## config.mk

```make
export PLATFORM = sky130hd
export DESIGN_NAME = gb_host_bridge_flat
export DESIGN_NICKNAME = d
export VERILOG_FILES = /design/src/rtl/gb_pkg.sv /design/src/rtl/gb_host_bridge_if.sv /design/src/rtl/gb_host_bridge.sv /design/src/flat_wrapper.sv
export SDC_FILE = /design/constraint.sdc
export NUM_CORES = 1
export LEC_CHECK = 0
export ABC_AREA = 1
export CAP_MARGIN = 20
export CELL_PAD_IN_SITES_DETAIL_PLACEMENT = 1
export CELL_PAD_IN_SITES_GLOBAL_PLACEMENT = 1
export CORE_MARGIN = 2
export CORE_UTILIZATION = 45
export CTS_CLUSTER_SIZE = 8
export DETAILED_ROUTE_END_ITERATION = 8
export DONT_BUFFER_PORTS = 1
export PLACE_DENSITY_LB_ADDON = 0.1
export SETUP_SLACK_MARGIN = 0.1
export SYNTH_ARGS = -nofsm -noshare
export SYNTH_HDL_FRONTEND = slang
export SYNTH_SLANG_ARGS = --single-unit
```

## constraint.sdc

```tcl
create_clock -name clk -period 1.7 [get_ports clk]
set_input_delay 0.255 -clock clk [delete_from_list [all_inputs] [get_ports clk]]
set_output_delay 0.255 -clock clk [all_outputs]
set_load 0.005 [all_outputs]
```

## src/rtl/gb_pkg.sv

```systemverilog
// Shared definitions for the ghostbus host bridge: FSM states, default bus
// widths and the legal range of the read-latency parameter.
package gb_pkg;

  typedef enum logic [2:0] {
    IDLE  = 3'd0,
    WSTB  = 3'd1,
    RSTB  = 3'd2,
    RWAIT = 3'd3,
    RESP  = 3'd4
  } gb_state_e;

  localparam int GB_AW_DEF   = 24;
  localparam int GB_DW_DEF   = 32;
  localparam int GB_RLAT_MIN = 1;
  localparam int GB_RLAT_MAX = 15;
  localparam int GB_CNT_W    = 4;

endpackage

```

## src/rtl/gb_host_bridge_if.sv

```systemverilog
// Host command/response channel plus the ghostbus port, bundled together.
// The master modport is the bridge's view; slave is the host/target side.
interface gb_host_bridge_if
  import gb_pkg::*;
#(
  parameter int AW = GB_AW_DEF,
  parameter int DW = GB_DW_DEF
);

  logic          cmd_valid;
  logic          cmd_ready;
  logic          cmd_we;
  logic [AW-1:0] cmd_addr;
  logic [DW-1:0] cmd_wdata;

  logic          rsp_valid;
  logic          rsp_ready;
  logic [DW-1:0] rsp_rdata;

  logic          GBPORT_clk;
  logic [AW-1:0] GBPORT_addr;
  logic [DW-1:0] GBPORT_dout;
  logic [DW-1:0] GBPORT_din;
  logic          GBPORT_we;
  logic          GBPORT_wstb;
  logic          GBPORT_rstb;

  modport master (
    input  cmd_valid, cmd_we, cmd_addr, cmd_wdata, rsp_ready, GBPORT_din,
    output cmd_ready, rsp_valid, rsp_rdata,
    output GBPORT_clk, GBPORT_addr, GBPORT_dout, GBPORT_we, GBPORT_wstb, GBPORT_rstb
  );

  modport slave (
    output cmd_valid, cmd_we, cmd_addr, cmd_wdata, rsp_ready, GBPORT_din,
    input  cmd_ready, rsp_valid, rsp_rdata,
    input  GBPORT_clk, GBPORT_addr, GBPORT_dout, GBPORT_we, GBPORT_wstb, GBPORT_rstb
  );

endinterface

```

## src/rtl/gb_host_bridge.sv

```systemverilog
// Single-outstanding host-to-ghostbus bridge: one write strobe or one read
// strobe per command, reads returned after a fixed RLAT-cycle target latency.
module gb_host_bridge
  import gb_pkg::*;
#(
  parameter int AW   = GB_AW_DEF,
  parameter int DW   = GB_DW_DEF,
  parameter int RLAT = 2
) (
  input  logic          clk,
  input  logic          rst_n,
  gb_host_bridge_if.master bus
);

  if (RLAT < GB_RLAT_MIN || RLAT > GB_RLAT_MAX) begin : g_rlat_range
    $error("gb_host_bridge: RLAT must lie in 1..15");
  end

  localparam logic [GB_CNT_W-1:0] RLAT_CNT = GB_CNT_W'(RLAT);

  gb_state_e           state;
  gb_state_e           state_nxt;
  logic [GB_CNT_W-1:0] cnt;
  logic [GB_CNT_W-1:0] cnt_nxt;
  logic                accept;
  logic                capture;

  logic                ready;
  logic                valid;
  logic                wstb;
  logic                rstb;
  logic                we;
  logic [AW-1:0]       addr_hold;
  logic [DW-1:0]       dout_hold;
  logic [DW-1:0]       rdata_hold;

  assign accept  = (state == IDLE) && bus.cmd_valid && ready;
  // Target data is valid during the RLAT-th cycle after the read strobe.
  assign capture = (state == RWAIT) && (cnt == RLAT_CNT);

  always_ff @(posedge clk or negedge rst_n) begin
    if (!rst_n) begin
      state <= IDLE;
      cnt   <= '0;
    end else begin
      state <= state_nxt;
      cnt   <= cnt_nxt;
    end
  end

  always_comb begin
    state_nxt = state;
    cnt_nxt   = cnt;
    unique case (state)
      IDLE: begin
        if (accept) begin
          state_nxt = bus.cmd_we ? WSTB : RSTB;
          cnt_nxt   = '0;
        end
      end
      WSTB:  state_nxt = IDLE;
      RSTB: begin
        state_nxt = RWAIT;
        cnt_nxt   = GB_CNT_W'(1);
      end
      RWAIT: begin
        if (cnt == RLAT_CNT) state_nxt = RESP;
        else                 cnt_nxt   = cnt + 1'b1;
      end
      RESP:  if (bus.rsp_ready) state_nxt = IDLE;
      default: state_nxt = IDLE;
    endcase
  end

  // Handshake and strobe outputs are registered copies of the next state,
  // so they are glitch-free and all read zero while reset is held.
  always_ff @(posedge clk or negedge rst_n) begin
    if (!rst_n) begin
      ready      <= 1'b0;
      valid      <= 1'b0;
      wstb       <= 1'b0;
      rstb       <= 1'b0;
      we         <= 1'b0;
      addr_hold  <= '0;
      dout_hold  <= '0;
      rdata_hold <= '0;
    end else begin
      ready <= (state_nxt == IDLE);
      valid <= (state_nxt == RESP);
      wstb  <= (state_nxt == WSTB);
      rstb  <= (state_nxt == RSTB);
      if (accept) begin
        addr_hold <= bus.cmd_addr;
        we        <= bus.cmd_we;
        if (bus.cmd_we) dout_hold <= bus.cmd_wdata;
      end
      if (capture) rdata_hold <= bus.GBPORT_din;
    end
  end

  assign bus.cmd_ready   = ready;
  assign bus.rsp_valid   = valid;
  assign bus.rsp_rdata   = rdata_hold;
  assign bus.GBPORT_clk  = clk;
  assign bus.GBPORT_addr = addr_hold;
  assign bus.GBPORT_dout = dout_hold;
  assign bus.GBPORT_we   = we;
  assign bus.GBPORT_wstb = wstb;
  assign bus.GBPORT_rstb = rstb;

endmodule

```

## src/flat_wrapper.sv

```systemverilog
// flat-port wrapper written by rule: the top's interface ports become plain ports
module gb_host_bridge_flat import gb_pkg::*;
#(
  parameter int AW   = GB_AW_DEF,
  parameter int DW   = GB_DW_DEF,
  parameter int RLAT = 2
)
  (clk, rst_n, bus_cmd_valid, bus_cmd_we, bus_cmd_addr, bus_cmd_wdata, bus_rsp_ready, bus_GBPORT_din, bus_cmd_ready, bus_rsp_valid, bus_rsp_rdata, bus_GBPORT_clk, bus_GBPORT_addr, bus_GBPORT_dout, bus_GBPORT_we, bus_GBPORT_wstb, bus_GBPORT_rstb);
  gb_host_bridge_if #(.AW(AW), .DW(DW)) bus_i ();
  input  logic clk;
  input  logic rst_n;
  input wire logic [$bits(bus_i.cmd_valid)-1:0] bus_cmd_valid;
  input wire logic [$bits(bus_i.cmd_we)-1:0] bus_cmd_we;
  input wire logic [$bits(bus_i.cmd_addr)-1:0] bus_cmd_addr;
  input wire logic [$bits(bus_i.cmd_wdata)-1:0] bus_cmd_wdata;
  input wire logic [$bits(bus_i.rsp_ready)-1:0] bus_rsp_ready;
  input wire logic [$bits(bus_i.GBPORT_din)-1:0] bus_GBPORT_din;
  output wire logic [$bits(bus_i.cmd_ready)-1:0] bus_cmd_ready;
  output wire logic [$bits(bus_i.rsp_valid)-1:0] bus_rsp_valid;
  output wire logic [$bits(bus_i.rsp_rdata)-1:0] bus_rsp_rdata;
  output wire logic [$bits(bus_i.GBPORT_clk)-1:0] bus_GBPORT_clk;
  output wire logic [$bits(bus_i.GBPORT_addr)-1:0] bus_GBPORT_addr;
  output wire logic [$bits(bus_i.GBPORT_dout)-1:0] bus_GBPORT_dout;
  output wire logic [$bits(bus_i.GBPORT_we)-1:0] bus_GBPORT_we;
  output wire logic [$bits(bus_i.GBPORT_wstb)-1:0] bus_GBPORT_wstb;
  output wire logic [$bits(bus_i.GBPORT_rstb)-1:0] bus_GBPORT_rstb;
  assign bus_i.cmd_valid = bus_cmd_valid;
  assign bus_i.cmd_we = bus_cmd_we;
  assign bus_i.cmd_addr = bus_cmd_addr;
  assign bus_i.cmd_wdata = bus_cmd_wdata;
  assign bus_i.rsp_ready = bus_rsp_ready;
  assign bus_i.GBPORT_din = bus_GBPORT_din;
  assign bus_cmd_ready = bus_i.cmd_ready;
  assign bus_rsp_valid = bus_i.rsp_valid;
  assign bus_rsp_rdata = bus_i.rsp_rdata;
  assign bus_GBPORT_clk = bus_i.GBPORT_clk;
  assign bus_GBPORT_addr = bus_i.GBPORT_addr;
  assign bus_GBPORT_dout = bus_i.GBPORT_dout;
  assign bus_GBPORT_we = bus_i.GBPORT_we;
  assign bus_GBPORT_wstb = bus_i.GBPORT_wstb;
  assign bus_GBPORT_rstb = bus_i.GBPORT_rstb;
  gb_host_bridge #(.AW(AW), .DW(DW), .RLAT(RLAT)) u_core (.clk(clk), .rst_n(rst_n), .bus(bus_i));
endmodule
```

==> reports/qor.yml, run 1 <==
floorplan:
  start_util: 0.464
  die_area_um2: 9720
  rows: 34
  core-area_um2: 8680
  die_w_um: 98.6
  die_h_um: 98.6
  num_io_pins: 187
setup_path:
  cp_common_cell: "nand2_1"
  path_max_fanout: 36
  setup.worst_path.start_class: "flop"
  cp.arrival_ns: 1.68
  end_kind: "flop"
  cpPeakStageDelay_ns: 0.43
  critical_path_class: "flop to flop"
  critical-path-slowest-cell: "dfrtp_1"
  worst_ep_required_time_ns: 1.95
  path_cells: "inv_1 -> ha_1 -> nand2_1 -> nor2_4 -> nand2_8 -> nand3_1 -> nand2_1"
  r2r_setup_slack_ns: 0.27
logic_synthesis:
  netlist_top_cells_count: "nand2_1 (254), dfrtp_1 (100), nand3_1 (42)"
  yosysUniqueCellTypes: 19
  synth_edf_count: 0
  synth_flop_cell: "dfrtp_1"
  syn_area_per_cell_um2: 9.02
  synth_most_common_cell: "nand2_1"
  synthTopCellsByArea: "dfrtp_1 (62%), nand2_1 (24%), nand3_1 (5.2%)"
  ys_async_sr_fraction: 1.00
  synthCells: 446
  syn-cell-area_um2: 4030
  yosysSeqAreaShare: 0.622
  syn_nets: 541
  ys_warn_count: 0
  synth.top_cell.area_share: 0.622
  yosysTopAreaCell: "dfrtp_1"
  ys_ff_latch: 100
sta:
  finalSetupViolCount: 0
  skew_ns: 0.0176
  max-slew-margin-rel: 0.760
  final_max_slew_viol_count: 0
  hold_violations: 100
  tightest_slew_ns: 0.359
  min_period_ns: 1.43
  max_freq_mhz: 698
  setup_tns_ns: 0
  holdWs_ns: -0.419
  fin_crit_sh: 0.843
  rsz0062_at_grt: "false"
clock_network:
  htree_levels: 3
  numCtsBuffers: 9
  cts_sinks: 100
  ctsLongestPathBuffers: 2
  postCtsHoldBufs: 31
  cts_tree: "yes"
  clk_pin_slew_worst_paths_ns: 0.10
  root_buffer: "clkbuf_8"
  clkLatencyLatePin_ns: 0.36
pwr:
  vdd.ir_drop.worst_v: 0.000860
  pwr-share-clk: 0.197
  power_frac_seq: 0.564
  power_switching_uw: 2940
  power_density_nw_per_um2: 1700
  internal_power_uw: 4920
  leakage_uw: 0.00239
  p_sw_frac: 0.374
  combinationalPowerShare: 0.239
place:
  hpwl_um: 6410
  port_buffers: 0
  place_area_um2: 4080
  gp_congestion: 0.739
routing:
  drc: 0
  drt_pass1_iterations: 4
  drtIter0Drc: 77
  detail_route.wl_per_cell_um: 16.8
  drt-vias-per-instance: 5.13
  wirelength_um: 9860
  vias: 3011
  antenna_left: 0
global_route:
  grtUsageTotal: 0.208
  grt_pass1_wl_um: 16200
  antenna_found_initial: 0
  gr-total-overflow: 0
  grt_max_degree: 101
  grt_pass1_vias: 3237
worst_hold_path:
  hold_class: "primary input to asynchronous set/reset pin"
run_status:
  violations: "hold timing"
  outcome: "complete, but fails checks"
layout:
  antenna_cells: 0
  area_growth_syn_to_layout_pct: 14.5
  multi_input_area_um2: 1350
  drive_gt1_frac: 0.0710
  nNetsFinal: 569
  fillers: 1017
  seqCellArea_um2: 2500
  final_cell_area_um2: 4610
run:
  cap_violations: 0
-- layout by cell type, fill, tap and decap left out, drive strengths merged --
cell type / n
ha: 2
clkinvlp: 3
buf: 7
nor2: 12
bufinv: 1
dlygate4sd3: 31
inv: 7
clkbuf: 11
dfrtp: 100
nand4: 1
o21ai: 1
clkinv: 1
o21bai: 1
nand3: 43
nand2: 258
-- state kept, by name, indices dropped and copies added (netlist names) --
register,count
u_core.bus.rsp_rdata,32
u_core.bus.GBPORT_wstb,1
u_core.bus.GBPORT_addr,24
u_core.bus.GBPORT_dout,32
u_core.bus.cmd_ready,1
u_core.cnt,4
u_core.bus.GBPORT_rstb,1
u_core.bus.rsp_valid,1
u_core.bus.GBPORT_we,1
u_core.state,3
-- metal layers --
layer	part of all wire	wire length (µm)	global-route usage
met2	0.51	5000	0.348
met4	0.018	181	0.0811
met1	0.39	3840	0.248
met3	0.084	829	0.0723
met5	0	0	0
-- stage by stage --
| stage | cells | hold slack [ns] | power, µW | util | setup WS, ns |
|---|---|---|---|---|---|
| 2_1_floorplan | 446 | -0.0406 | 5730 | - | 0.363 |
| 3_3_place_gp | 540 | -0.0385 | 6190 | 0.470 | 0.231 |
| 3_5_place_dp | 540 | -0.0383 | 6330 | 0.470 | 0.150 |
| 4_1_cts | 587 | -0.441 | 7940 | 0.529 | 0.147 |
| 5_1_grt | 587 | -0.439 | 8500 | 0.531 | 0.149 |
| 6_report | 587 | -0.419 | 7860 | 0.531 | 0.267 |
-- power by group through the flow --
stage / registers [µW] / logic [µW] / clock network [µW]
after floorplan: 4190 / 1510 / 38.1
after global placement: 4480 / 1710 / 0
after detailed placement: 4490 / 1840 / 0
after CTS: 4460 / 1890 / 1590
after global routing: 4580 / 2230 / 1680
final: 4430 / 1880 / 1550
-- critical path, delay by kind of cell (launching register included) --
family,cells,cell delay [ns]
adders and majority gates,1,0.16
and+or+nand+nor,5,0.64
DFF,1,0.43
buffers and inverters,1,0.10
-- worst paths after layout --
path	from	endpoint	cells past startpoint
setup / recovery	u_core.cnt[0]	u_core.cnt[1]	7
hold / removal	rst_n	u_core.bus.GBPORT_addr[14]	0
setup reg to reg	u_core.cnt[0]	u_core.cnt[1]	7
hold reg to reg	u_core.bus.rsp_rdata[20]	u_core.bus.rsp_rdata[20]	2
max in group asynchronous	rst_n	u_core.bus.GBPORT_dout[14]	0
min in group clk	bus_cmd_wdata[13]	u_core.bus.GBPORT_dout[13]	2
-- logic make-up after synthesis --
logic type | after synthesis | synth area share
buffers and inverters | 28 | 0.0460
AO/OA/AOI/OAI | 2 | 0.00311
adder cells (fa/ha/maj) | 2 | 0.00622
flip-flops | 100 | 0.622
AND/OR/NAND/NOR | 314 | 0.323
-- area by class of cell --
cell class | count | area share
clock buffers | 11 | 0.0307
clock inverters | 5 | 0.0133
inverters | 7 | 0.00570
multi-input cells | 318 | 0.293
flip-flops and latches | 100 | 0.543
well taps | 108 | 0.0293
repair buffers | 38 | 0.0850
-- repair_timing --
action                                 in CTS  in global routing
gates resized for setup                     0                  3
setup endpoints to repair                   0                 35
buffers inserted                            0                  0
endpoints found under the hold margin     132                100
Note: power is estimated with default switching activity, not from simulation.
==> run 2, diff against run 1 <==
- ABC_AREA: 1 -> 0
- CORE_UTILIZATION: 45 -> 44
- clock period: 1.7 -> 1.3 ns (I/O delays scaled with it)
==> reports/qor.yml, run 2 <==
run_status:
  outcome: "complete, but fails checks"
  violations: "hold timing, setup timing"
layout:
  final_cell_area_um2: 5680  # +23%
  area_growth_syn_to_layout_pct: 45.4
  drive_gt1_frac: 0.405  # +0.334
  final_common_cell: "dfrtp_1"
  nNetsFinal: 454  # -20%
  layout_common_cells: "dfrtp_1 (99), dlygate4sd3_1 (89), mux2_2 (45)"
  antenna_cells: 0  # unchanged
  fillers: 772  # -24%
  fin_cells: 471  # -20%
global_route:
  grt_pass1_vias: 2830  # -13%
  antenna_found_initial: 0  # unchanged
  gr-total-overflow: 0  # unchanged
  grtUsageTotal: 0.220  # +0.0124
  grt_pass1_wl_um: 16200  # -0.25%
  grt_max_degree: 101  # unchanged
logic_synthesis:
  ys_ff_latch: 100  # unchanged
  yosysSeqAreaShare: 0.640  # +0.0185
  synth_most_common_cell: "dfrtp_1"
  yosysUniqueCellTypes: 27  # +8
  syn_area_per_cell_um2: 16.4  # +82%
  synth_flop_cell: "dfrtp_1"
  synth.top_cell.area_share: 0.640  # +0.0185
  synth_edf_count: 0  # unchanged
  syn_nets: 333  # -38%
  netlist_top_cells_count: "dfrtp_1 (100), mux2_2 (45), mux2_1 (25)"
  yosysTopAreaCell: "dfrtp_1"
  ys_async_sr_fraction: 1.00  # unchanged
  syn-cell-area_um2: 3910  # -2.9%
  synthCells: 238  # -47%
  ys_warn_count: 0  # unchanged
  synthTopCellsByArea: "dfrtp_1 (64%), mux2_2 (13%), mux2_1 (7.2%)"
clock_network:
  htree_levels: 3  # unchanged
  cts_sinks: 100  # unchanged
  numCtsBuffers: 9  # unchanged
  cts_tree: "yes"
  postCtsHoldBufs: 89  # +190%
  ctsLongestPathBuffers: 2  # unchanged
  clkLatencyLatePin_ns: 0.35  # about the same
  root_buffer: "clkbuf_8"
  clk_pin_slew_worst_paths_ns: 0.10  # about the same
floorplan:
  rows: 34  # unchanged
  die_area_um2: 9650  # -0.66%
  die_h_um: 98.3  # -0.33%
  num_io_pins: 187  # unchanged
  die_w_um: 98.3  # -0.33%
  core-area_um2: 8680  # unchanged
  start_util: 0.450  # -0.0134
routing:
  vias: 2484  # -18%
  wirelength_um: 11300  # +15%
  drtIter0Drc: 56  # -27%
  drt-vias-per-instance: 5.27  # +2.8%
  drc: 0  # unchanged
  drt_pass1_iterations: 4  # unchanged
  detail_route.wl_per_cell_um: 24.0  # +43%
  antenna_left: 0  # unchanged
place:
  place_inst: 350  # -35%
  place_area_um2: 4110  # +0.64%
  port_buffers: 0  # unchanged
  pre_cts_ws_ns: -0.284  # -0.434 ns
  hpwl_um: 5760  # -10%
  gp_congestion: 0.772  # +4.5%
setup_path:
  end_kind: "flop"
  path_max_fanout: 9  # -75%
  critical_path_class: "flop to flop"
  setup.worst_path.start_class: "flop"
  cp.arrival_ns: 1.84  # +0.16 ns
  r2r-start: "u_core.state[2]"
  path_cells: "nand4bb_4 -> nor2_4 -> nand2_4 -> clkbuf_16 -> mux2_1"
  worst_ep_required_time_ns: 1.54  # -0.41 ns
  crit_family: "simple AND/OR/NAND/NOR gates"
  critPathBufInv: 1  # unchanged
  cpPeakStageDelay_ns: 0.39  # -0.04 ns
  setup.worst_path.start: "u_core.state[2]"
  critical-path-slowest-cell: "dfrtp_1"
sta:
  skew_ns: 0.0102  # -0.00746 ns
  timing.final.ws_setup_ns: -0.300  # -0.567 ns
  finalSetupViolCount: 96  # +96
  setup_tns_ns: -22.47  # -22.47 ns
  tightest_slew_ns: 0.424  # +0.0649 ns
  hold_violations: 100  # unchanged
  holdWs_ns: -0.480  # -0.0615 ns
  max_freq_mhz: 625  # -10%
  fin_crit_sh: 1.23  # +0.388
  max-slew-margin-rel: 0.715  # -0.0452
  min_period_ns: 1.60  # +0.167 ns
  final_max_slew_viol_count: 0  # unchanged
  rsz0062_at_grt: "true"
pwr:
  power_density_nw_per_um2: 2120  # +24%
  leakage_uw: 0.00263  # +9.8%
  vdd.ir_drop.worst_v: 0.00100  # +17%
worst_hold_path:
  hold_class: "primary input to asynchronous set/reset pin"
run:
  cap_violations: 0  # unchanged
[run 2: through the flow]
stage / util / hold slack, ns / total power (µW)
after floorplan: - / -0.101 / 7670
after global placement: 0.473 / -0.0981 / 8330
after detailed placement: 0.473 / -0.0983 / 8610
after CTS: 0.616 / -0.496 / 11300
after global routing: 0.655 / -0.514 / 12600
final: 0.655 / -0.480 / 12000
[run 2: layout make-up]
type,count,area (µm²),share of cell area
multi-input combinational,123,1500,0.263
clock inverter,4,75.1,0.0132
clock buffer,11,131,0.0231
tap,108,135,0.0238
timing repair buffer,121,1330,0.234
inverter,4,15.0,0.00264
sequential,100,2500,0.440
[run 2: logic make-up after synthesis]
| kind of cell | count (synthesis) | share of synthesized area |
|---|---|---|
| AOI/OAI and AO/OA | 12 | 0.0182 |
| and+or+nand+nor | 21 | 0.0371 |
| adders and majority gates | 2 | 0.00640 |
| muxes | 88 | 0.271 |
| buffers and inverters | 15 | 0.0272 |
| DFF | 100 | 0.640 |
[run 2: report_power, final]
group,switching (µW),internal [µW]
Sequential,1340,4630
Combinational,1340,2560
Clock,1080,1080
Total,3750,8270
[run 2: what timing repair did]
action | 4_1_cts | 5_1_grt
resized for setup | 17 | 40
buffers inserted | 5 | 7
pin swaps | 9 | 6
endpoints found under the setup margin | 99 | 100
endpoints found under the hold margin | 190 | 100
cloned | 2 | 6
[run 2: per-layer routing]
metal	vias to the layer above	wire, µm	GRT usage
met1	1282	4390	0.249
met3	14	815	0.0780
met5	-	0	0
li1	1071	-	-
met2	117	5950	0.388
met4	0	148	0.0748
[run 2: final timing paths]
path	end	slack, ns	depth (start not counted)
max	u_core.bus.GBPORT_dout[26]	-0.30	5
min	u_core.bus.GBPORT_dout[19]	-0.48	0
max reg2reg	u_core.bus.GBPORT_dout[26]	-0.30	5
min reg2reg	u_core.bus.GBPORT_dout[16]	0.53	1
max in group asynchronous	u_core.state[1]	1.66	0
min in group clk	u_core.bus.rsp_valid	0.05	2
